===== config.mk =====
export PLATFORM = sky130hd
export DESIGN_NAME = inst_mem_loader
export DESIGN_NICKNAME = d
export VERILOG_FILES = /design/src/rtl/inst_mem_loader.sv
export SDC_FILE = /design/constraint.sdc
export NUM_CORES = 1
export LEC_CHECK = 0
export CAP_MARGIN = 20
export CORE_UTILIZATION = 58
export DETAILED_ROUTE_END_ITERATION = 10
export PLACE_DENSITY = 0.86
export SKIP_LAST_GASP = 1
export SYNTH_ARGS = -nofsm -noshare
export SYNTH_HDL_FRONTEND = slang
export SYNTH_SLANG_ARGS = --single-unit

===== constraint.sdc =====
create_clock -name clk -period 3.66 [get_ports clk]
set_clock_uncertainty 0.2 [all_clocks]
set_input_delay 0.732 -clock clk [delete_from_list [all_inputs] [get_ports clk]]
set_output_delay 0.732 -clock clk [all_outputs]
set_load 0.01 [all_outputs]

===== src/rtl/inst_mem_loader.sv =====
// Byte-stream loader for the instruction memory write port.
// Assembles little-endian 32-bit words, writes one word per instruction and
// verifies a trailing 8-bit checksum that makes the byte sum wrap to zero.
module inst_mem_loader #(
  parameter int unsigned MEM_BYTES = 120,
  parameter int unsigned ADDR_W    = 8,
  parameter int unsigned CNT_W     = 6
) (
  input  logic              clk,
  input  logic              rst_n,
  input  logic              start,
  input  logic [ADDR_W-1:0] base_addr,
  input  logic [CNT_W-1:0]  word_count,
  input  logic              in_valid,
  input  logic [7:0]        in_data,
  output logic              in_ready,
  output logic              wr_en,
  output logic [ADDR_W-1:0] wr_addr,
  output logic [31:0]       wr_data,
  output logic              busy,
  output logic              done,
  output logic              error,
  output logic [CNT_W-1:0]  words_loaded
);

  localparam int unsigned EXT_W = ADDR_W + CNT_W + 2;

  typedef enum logic [2:0] {
    IDLE  = 3'd0,
    RECV  = 3'd1,
    WRITE = 3'd2,
    CHECK = 3'd3,
    DONE  = 3'd4
  } state_t;

  state_t            state, state_n;
  logic [ADDR_W-1:0] base_q, base_n;
  logic [CNT_W-1:0]  cnt_q, cnt_n;
  logic [2:0][7:0]   byte_buf, buf_n;
  logic [1:0]        byte_idx, idx_n;
  logic [7:0]        sum_q, sum_n;
  logic              in_ready_n, wr_en_n, busy_n, done_n, error_n;
  logic [ADDR_W-1:0] wr_addr_n;
  logic [31:0]       wr_data_n;
  logic [CNT_W-1:0]  words_n;
  logic [EXT_W-1:0]  end_addr;
  logic              bad_req;
  logic              take;

  // Request validation at full width so the end-address check cannot wrap
  assign take     = in_valid & in_ready;
  assign end_addr = EXT_W'(base_addr) + (EXT_W'(word_count) << 2);
  assign bad_req  = (base_addr[1:0] != 2'b00) || (word_count == '0) ||
                    (end_addr > EXT_W'(MEM_BYTES));

  // State, datapath and registered outputs
  always_ff @(posedge clk or negedge rst_n) begin
    if (!rst_n) begin
      state        <= IDLE;
      base_q       <= '0;
      cnt_q        <= '0;
      byte_buf     <= '0;
      byte_idx     <= '0;
      sum_q        <= '0;
      in_ready     <= 1'b0;
      wr_en        <= 1'b0;
      busy         <= 1'b0;
      done         <= 1'b0;
      error        <= 1'b0;
      wr_addr      <= '0;
      wr_data      <= '0;
      words_loaded <= '0;
    end else begin
      state        <= state_n;
      base_q       <= base_n;
      cnt_q        <= cnt_n;
      byte_buf     <= buf_n;
      byte_idx     <= idx_n;
      sum_q        <= sum_n;
      in_ready     <= in_ready_n;
      wr_en        <= wr_en_n;
      busy         <= busy_n;
      done         <= done_n;
      error        <= error_n;
      wr_addr      <= wr_addr_n;
      wr_data      <= wr_data_n;
      words_loaded <= words_n;
    end
  end

  // Next-state and next-output decode; flags follow the next state so they
  // line up with the state register
  always_comb begin
    state_n   = state;
    base_n    = base_q;
    cnt_n     = cnt_q;
    buf_n     = byte_buf;
    idx_n     = byte_idx;
    sum_n     = sum_q;
    error_n   = error;
    wr_addr_n = wr_addr;
    wr_data_n = wr_data;
    words_n   = words_loaded;

    case (state)
      IDLE: begin
        if (start) begin
          base_n  = base_addr;
          cnt_n   = word_count;
          error_n = bad_req;
          words_n = '0;
          sum_n   = '0;
          idx_n   = '0;
          state_n = bad_req ? DONE : RECV;
        end
      end
      RECV: begin
        if (take) begin
          sum_n = 8'(sum_q + in_data);
          case (byte_idx)
            2'd0: buf_n[0] = in_data;
            2'd1: buf_n[1] = in_data;
            2'd2: buf_n[2] = in_data;
            default: begin
              wr_addr_n = ADDR_W'(base_q + (ADDR_W'(words_loaded) << 2));
              wr_data_n = {in_data, byte_buf[2], byte_buf[1], byte_buf[0]};
              state_n   = WRITE;
            end
          endcase
          idx_n = 2'(byte_idx + 2'd1);
        end
      end
      WRITE: begin
        words_n = CNT_W'(words_loaded + CNT_W'(1));
        state_n = (words_n == cnt_q) ? CHECK : RECV;
      end
      CHECK: begin
        if (take) begin
          error_n = (8'(sum_q + in_data) != 8'h00);
          state_n = DONE;
        end
      end
      DONE:    state_n = IDLE;
      default: state_n = IDLE;
    endcase

    in_ready_n = (state_n == RECV) || (state_n == CHECK);
    wr_en_n    = (state_n == WRITE);
    busy_n     = (state_n != IDLE);
    done_n     = (state_n == DONE);
  end

endmodule


# After elaboration in Yosys (flattened, before gate mapping)
# Cells that the tools add are included.
[word_totals]
ram_bits = 0
wordCells = 76
latchBits = 0
register_bits = 102
memories = 0
mem_bits_ro = 0
[classes]
eq_ne = 13
n_shift = 0
div_mod_pow = 0
bitwise_logic = 2
n_reduce_logical = 21
magnitude_cmp = 1
mul = 0
n_mux = 18
add_sub_neg = 5
[op_table]
columns = ["operator", "count"]
rows = [
  ["$reduce_and A3 Y1", 6],
  ["$add A8 B8 Y8", 2],
  ["$mux W8", 2],
  ["$pmux W8 S2", 1],
  ["$mux W3", 5],
  ["$eq A3 B2 Y1 const B", 4],
  ["$pmux W3 S4", 1],
  ["$pmux W6 S2", 1],
  ["$add A8 B8 Y9", 1],
  ["$gt A9 B7 Y1 const B", 1],
  ["$reduce_bool A2 Y1", 4],
  ["$reduce_bool A8 Y1", 1],
  ["$add A6 B1 Y6 const B", 1],
  ["$eq A3 B1 Y1 const B", 2],
  ["$eq A6 B6 Y1", 1],
  ["$logic_not A6 Y1", 1],
  ["$mux W2", 3],
  ["$mux W6", 1],
  ["$ne A2 B2 Y1 const B", 3],
  ["$pmux W2 S2", 1],
  ["$reduce_and A2 Y1", 2],
  ["$eq A3 B3 Y1 const B", 1],
  ["$logic_not A3 Y1", 1],
  ["$logic_or A1 B1 Y1", 3],
  ["other kinds (10)", 11],
]

# Logic depth before layout (Yosys ltp)
[logic_depth]
word_depth = 8
ltp_mapped = 8
ltp_nobuf = 8

# Least setup slack after synthesis
# OpenSTA, ideal clock, no wires.
[synth_path]
path_kind = "input port to flip-flop"
start = "input base_addr[2]"
end = "register error"
slack_ps = 836
required_time_ps = 3334
stages = 8
setup_ps = 126
path_buffers = 0
arrival_time_ps = 2498
path_cell_list = "ha_1 -> fa_1 -> a211o_1 -> and3b_1 -> a211oi_1 -> o221ai_2 -> a21oi_2 -> o21ai_2"
[synth_via]
elab_chain_cells = 5
[synth_lines]
columns = ["element", "line_no", "text"]
rows = [
  ["from (decl)", "12", "input logic [ADDR_W-1:0] base_addr,"],
  ["$add A8 B8 Y9", "52", "assign end_addr = EXT_W'(base_addr) + (EXT_W'(word_count) << 2);"],
  ["$gt A9 B7 Y1", "54", "(end_addr > EXT_W'(MEM_BYTES));"],
  ["$logic_or A1 B1 Y1", "53", "assign bad_req = (base_addr[1:0] != 2'b00) || (word_count == '0) ||"],
  ["$mux W1", "107", "if (start) begin"],
  ["$pmux W1 S2", "105", "case (state)"],
  ["to (signal assigned)", "84", "error <= error_n;"],
  ["to (decl)", "22", "output logic error,"],
]
# Every way passes these cells. The select of a mux whose other input is x is not followed.
# A chain may end at the register's enable or synchronous reset.

# Worst setup path in the final report
[layout_path]
start = "input word_count[0]"
end = "register error"
[layout_via]
elab_chain_cells = 5
word_cells_on_any_way = 7
[layout_lines]
columns = ["element", "line_no", "text"]
rows = [
  ["from (decl)", "13", "input logic [CNT_W-1:0] word_count,"],
  ["$add A8 B8 Y9 or $logic_not A6 Y1 (tied branches)", "52, 53", ""],
  ["$gt A9 B7 Y1 or $logic_or A1 B1 Y1 (tied branches)", "54, 53", ""],
  ["$logic_or A1 B1 Y1 *", "53", ""],
  ["$mux W1 *", "107", ""],
  ["$pmux W1 S2 *", "105", ""],
]
# Every way passes the cells marked *; elsewhere a longest branch is shown, timed or not. The select of a mux whose other input is x is not followed.

==> metrics.csv <==
stage,metric,value,unit
yosys,Mapped Avg Cell Area,12.90,um^2
hold_path,Hold Crit Class,reg -> reg,
global_route,Overflow after GRT,0,
detailed_routing,DRT antenna net count,0,
detailed_routing,final wirelength,9762,um
timing,Max-slew headroom,0.3589,
yosys,"FF+latch count, synth",102,
yosys,synth unique cells,45,
timing,Fmax achieved,0.3108,GHz
power,pwr/cell area,361.5,nW/um^2
yosys,sequential-to-total area share from yosys stat,0.5363,
floorplan,# IOs,77,
place,DP Cell Count,542,
critical_path,Critical Path RT,3.76,ns
critical_path,crit-path cells,clkdlybuf4s50_1 -> ha_1 -> fa_1 -> a211o_1 -> a2111oi_1 -> a211oi_1 -> o221ai_2 -> a21oi_2 -> o21ai_2,
critical_path,worst r2r src,sum_q[0],
global_route,largest net degree at the start of global routing,80,
power,Pleak,2.784,nW
power,Net Switching,553.4,uW
place,IO buf count,76,
global_route,vias in the first global route,3241,
global_route,first-pass GRT wire length,16300,um
place,DP Wirelength,7111,um
place,RePlAce Congestion,0.9280,
floorplan,Initial Util,0.6065,
clocking,clock-pin slew on the worst setup and hold paths,0.10,ns
power,internal power,1.553,mW
power,sequential share of power,0.574,
clocking,clk_lat worst skew,0.36,ns
detailed_routing,metal3 WL,457,um
critical_path,CP max stage cell,a2111oi_1,
timing,Worst-Margin Slew,0.9617,ns
detailed_routing,DRT Pass-1 Iters,4,
yosys,Synth Net Count,421,
yosys,Mapped Area,4760,um^2
clocking,post-CTS sizing,0,
timing,fin crit share,0.8790,
outcome,status,completed,
hold_path,Worst Hold End,wr_data[6],
critical_path,Worst path max stage delay,0.47,ns
yosys,Async SR Flop Fraction,1.000,
detailed_routing,DR vias,3236,
layout,"commonest non-fill, non-tap cell in the layout",dfrtp_1,
yosys,Gate Count Post-Synth,369,
layout,"commonest non-fill, non-tap cells in the layout","dfrtp_1 (102), clkdlybuf4s50_1 (75), mux2_2 (44)",
clocking,clock tree from TritonCTS,built,
critical_path,Critical Path End Type,register,
timing,RSZ-0062 raised after global routing,false,
critical_path,CP Class,in -> reg,
timing,final setup TNS,0,ns
floorplan,area of the core,7848,um^2
floorplan,Die ar.,8572,um^2
detailed_routing,vias per cell,5.799,
critical_path,r2r setup slk,1.01,ns
timing,Setup WS post-layout,0.4429,ns
power,Clk pwr share,0.304,
global_route,initial antenna violation count,0,
global_route,GRT Total Usage,0.2504,
critical_path,R2R Path End,error,
flow_run,maxcap violations,0,
timing,min Tclk post-route,3.217,ns
layout,ANT cells,0,
clocking,hold_buf cts,0,
yosys,Post-synth top flop,dfrtp_1,
clocking,Num CTS Buffers,9,
clocking,Setup Buffers After CTS,0,
critical_path,Worst Path Arrival,3.32,ns
floorplan,chip width,92.59,um
clocking,clock tree sinks,102,
clocking,maximum clock insertion buffer count,2,
layout,final cell count without fillers,558,
hold_path,hold wc startpoint,byte_buf[6],
timing,Final setup viols,0,
floorplan,Die Span Y,92.59,um
detailed_routing,met2 wire len,4698,um
detailed_routing,met1 wire length,4443,um
yosys,number of flops mapped to enable cells by yosys,0,
layout,NumNets Final,503,
clocking,Root Driver,clkbuf_8,
detailed_routing,Top Layer Used,met4,
power,switching share of total power,0.2627,
layout,share of layout cells above drive strength 1,0.1623,
detailed_routing,number of DRC markers in iteration 0,124,
timing,"Slew Viols, Final",0,
critical_path,startpoint types,input port,
power,Comb pwr share,0.122,
layout,area grow syn2layout,22.45,%
hold_path,WHS Path Cells,1,
place,Place WS,0.06273,ns
critical_path,R2R cell count,8,
critical_path,Worst Path Max Fanout,3,
timing,final hold violations,0,
yosys,yosys warns,0,
detailed_routing,wire length per cell,17.49,um
detailed_routing,drt drc,0,
clocking,htree depth,3,
power,worst vdd ir,0.0001916,V
floorplan,Row Count,32,
-- cell families after synthesis --
group,after synthesis,share of synthesized area
simple gates,60,0.06414
fa+ha+maj,26,0.07308
flops,102,0.5363
compound gates,64,0.09306
mux,73,0.1727
xor+xnor,23,0.04233
buf+inv,21,0.01840
-- critical path, delay by kind of cell --
| family | cells | cell delay, ns |
|---|---|---|
| adders and majority gates | 2 | 0.66 |
| buffers and inverters | 1 | 0.46 |
| AOI/OAI and AO/OA | 6 | 1.46 |
-- worst max-delay path by stage --
stage | start | end | slack (ns) | cells past startpoint
final | word_count[0] | error | 0.44 | 9
after global routing | word_count[0] | error | 0.36 | 9
after CTS | word_count[0] | error | 0.45 | 9
after detailed placement | word_count[0] | error | 0.06 | 9
after global placement | in_data[0] | error | 0.21 | 9
after floorplan | base_addr[2] | error | 0.84 | 8
-- power groups by stage --
| stage | Combinational, mW | Clock [mW] | Sequential [mW] |
|---|---|---|---|
| 2_1_floorplan | 0.151 | 0 | 1.22 |
| 3_3_place_gp | 0.245 | 0 | 1.23 |
| 3_5_place_dp | 0.258 | 0 | 1.23 |
| 4_1_cts | 0.260 | 0.653 | 1.21 |
| 5_1_grt | 0.283 | 0.697 | 1.22 |
| 6_report | 0.258 | 0.640 | 1.21 |
-- state kept, by name, summed over array words and instances, names as in the netlist --
register and flops:
base_q 8, busy 1, byte_buf 24, byte_idx 2
cnt_q 6, done 1, error 1, in_ready 1
state 3, sum_q 8, words_loaded 6, wr_addr 8
wr_data 32, wr_en 1
-- cell type report --
class	instances	area, um^2
Sequential cell	102	2552
Multi-Input combinational cell	246	2120
Fill cell	549	2019
Timing Repair Buffer	82	815.8
Clock buffer	10	127.6
Tap cell	102	127.6
Clock inverter	6	47.55
Inverter	10	37.54
-- synthesized netlist by cell type, types with 4 or more instances --
cell | n | share of area
xnor2_1 | 8 | 0.015
mux2_1 | 29 | 0.069
nand3_1 | 6 | 0.0063
clkbuf_1 | 4 | 0.0032
nand2b_1 | 4 | 0.0053
buf_2 | 7 | 0.0074
inv_1 | 10 | 0.0079
ha_1 | 23 | 0.060
o21ai_0 | 19 | 0.020
a22o_1 | 9 | 0.017
nand2_1 | 18 | 0.014
mux2_2 | 44 | 0.10
xor2_1 | 15 | 0.028
a21oi_1 | 10 | 0.011
nor2_1 | 15 | 0.012
dfrtp_1 | 102 | 0.54
nor4_1 | 4 | 0.0053
-- metal layers --
| layer | GRT usage | up-vias |
|---|---|---|
| li1 | - | 1492 |
| met1 | 0.3503 | 1633 |
| met2 | 0.3988 | 93 |
| met3 | 0.04187 | 18 |
| met4 | 0.08594 | 0 |
| met5 | 0 | - |
-- through the flow --
stage / hold WS, ns / utilization / instance area, um^2 / total power, mW
CTS: 0.2923 / 0.7427 / 5828 / 2.122
floorplan: 0.2364 / - / 4760 / 1.373
detailed placement: 0.2699 / 0.7203 / 5653 / 1.489
global route: 0.3063 / 0.7427 / 5828 / 2.196
global placement: 0.2592 / 0.7203 / 5653 / 1.475
finish: 0.2858 / 0.7427 / 5828 / 2.107
Note: power is estimated with default switching activity, not from simulation.
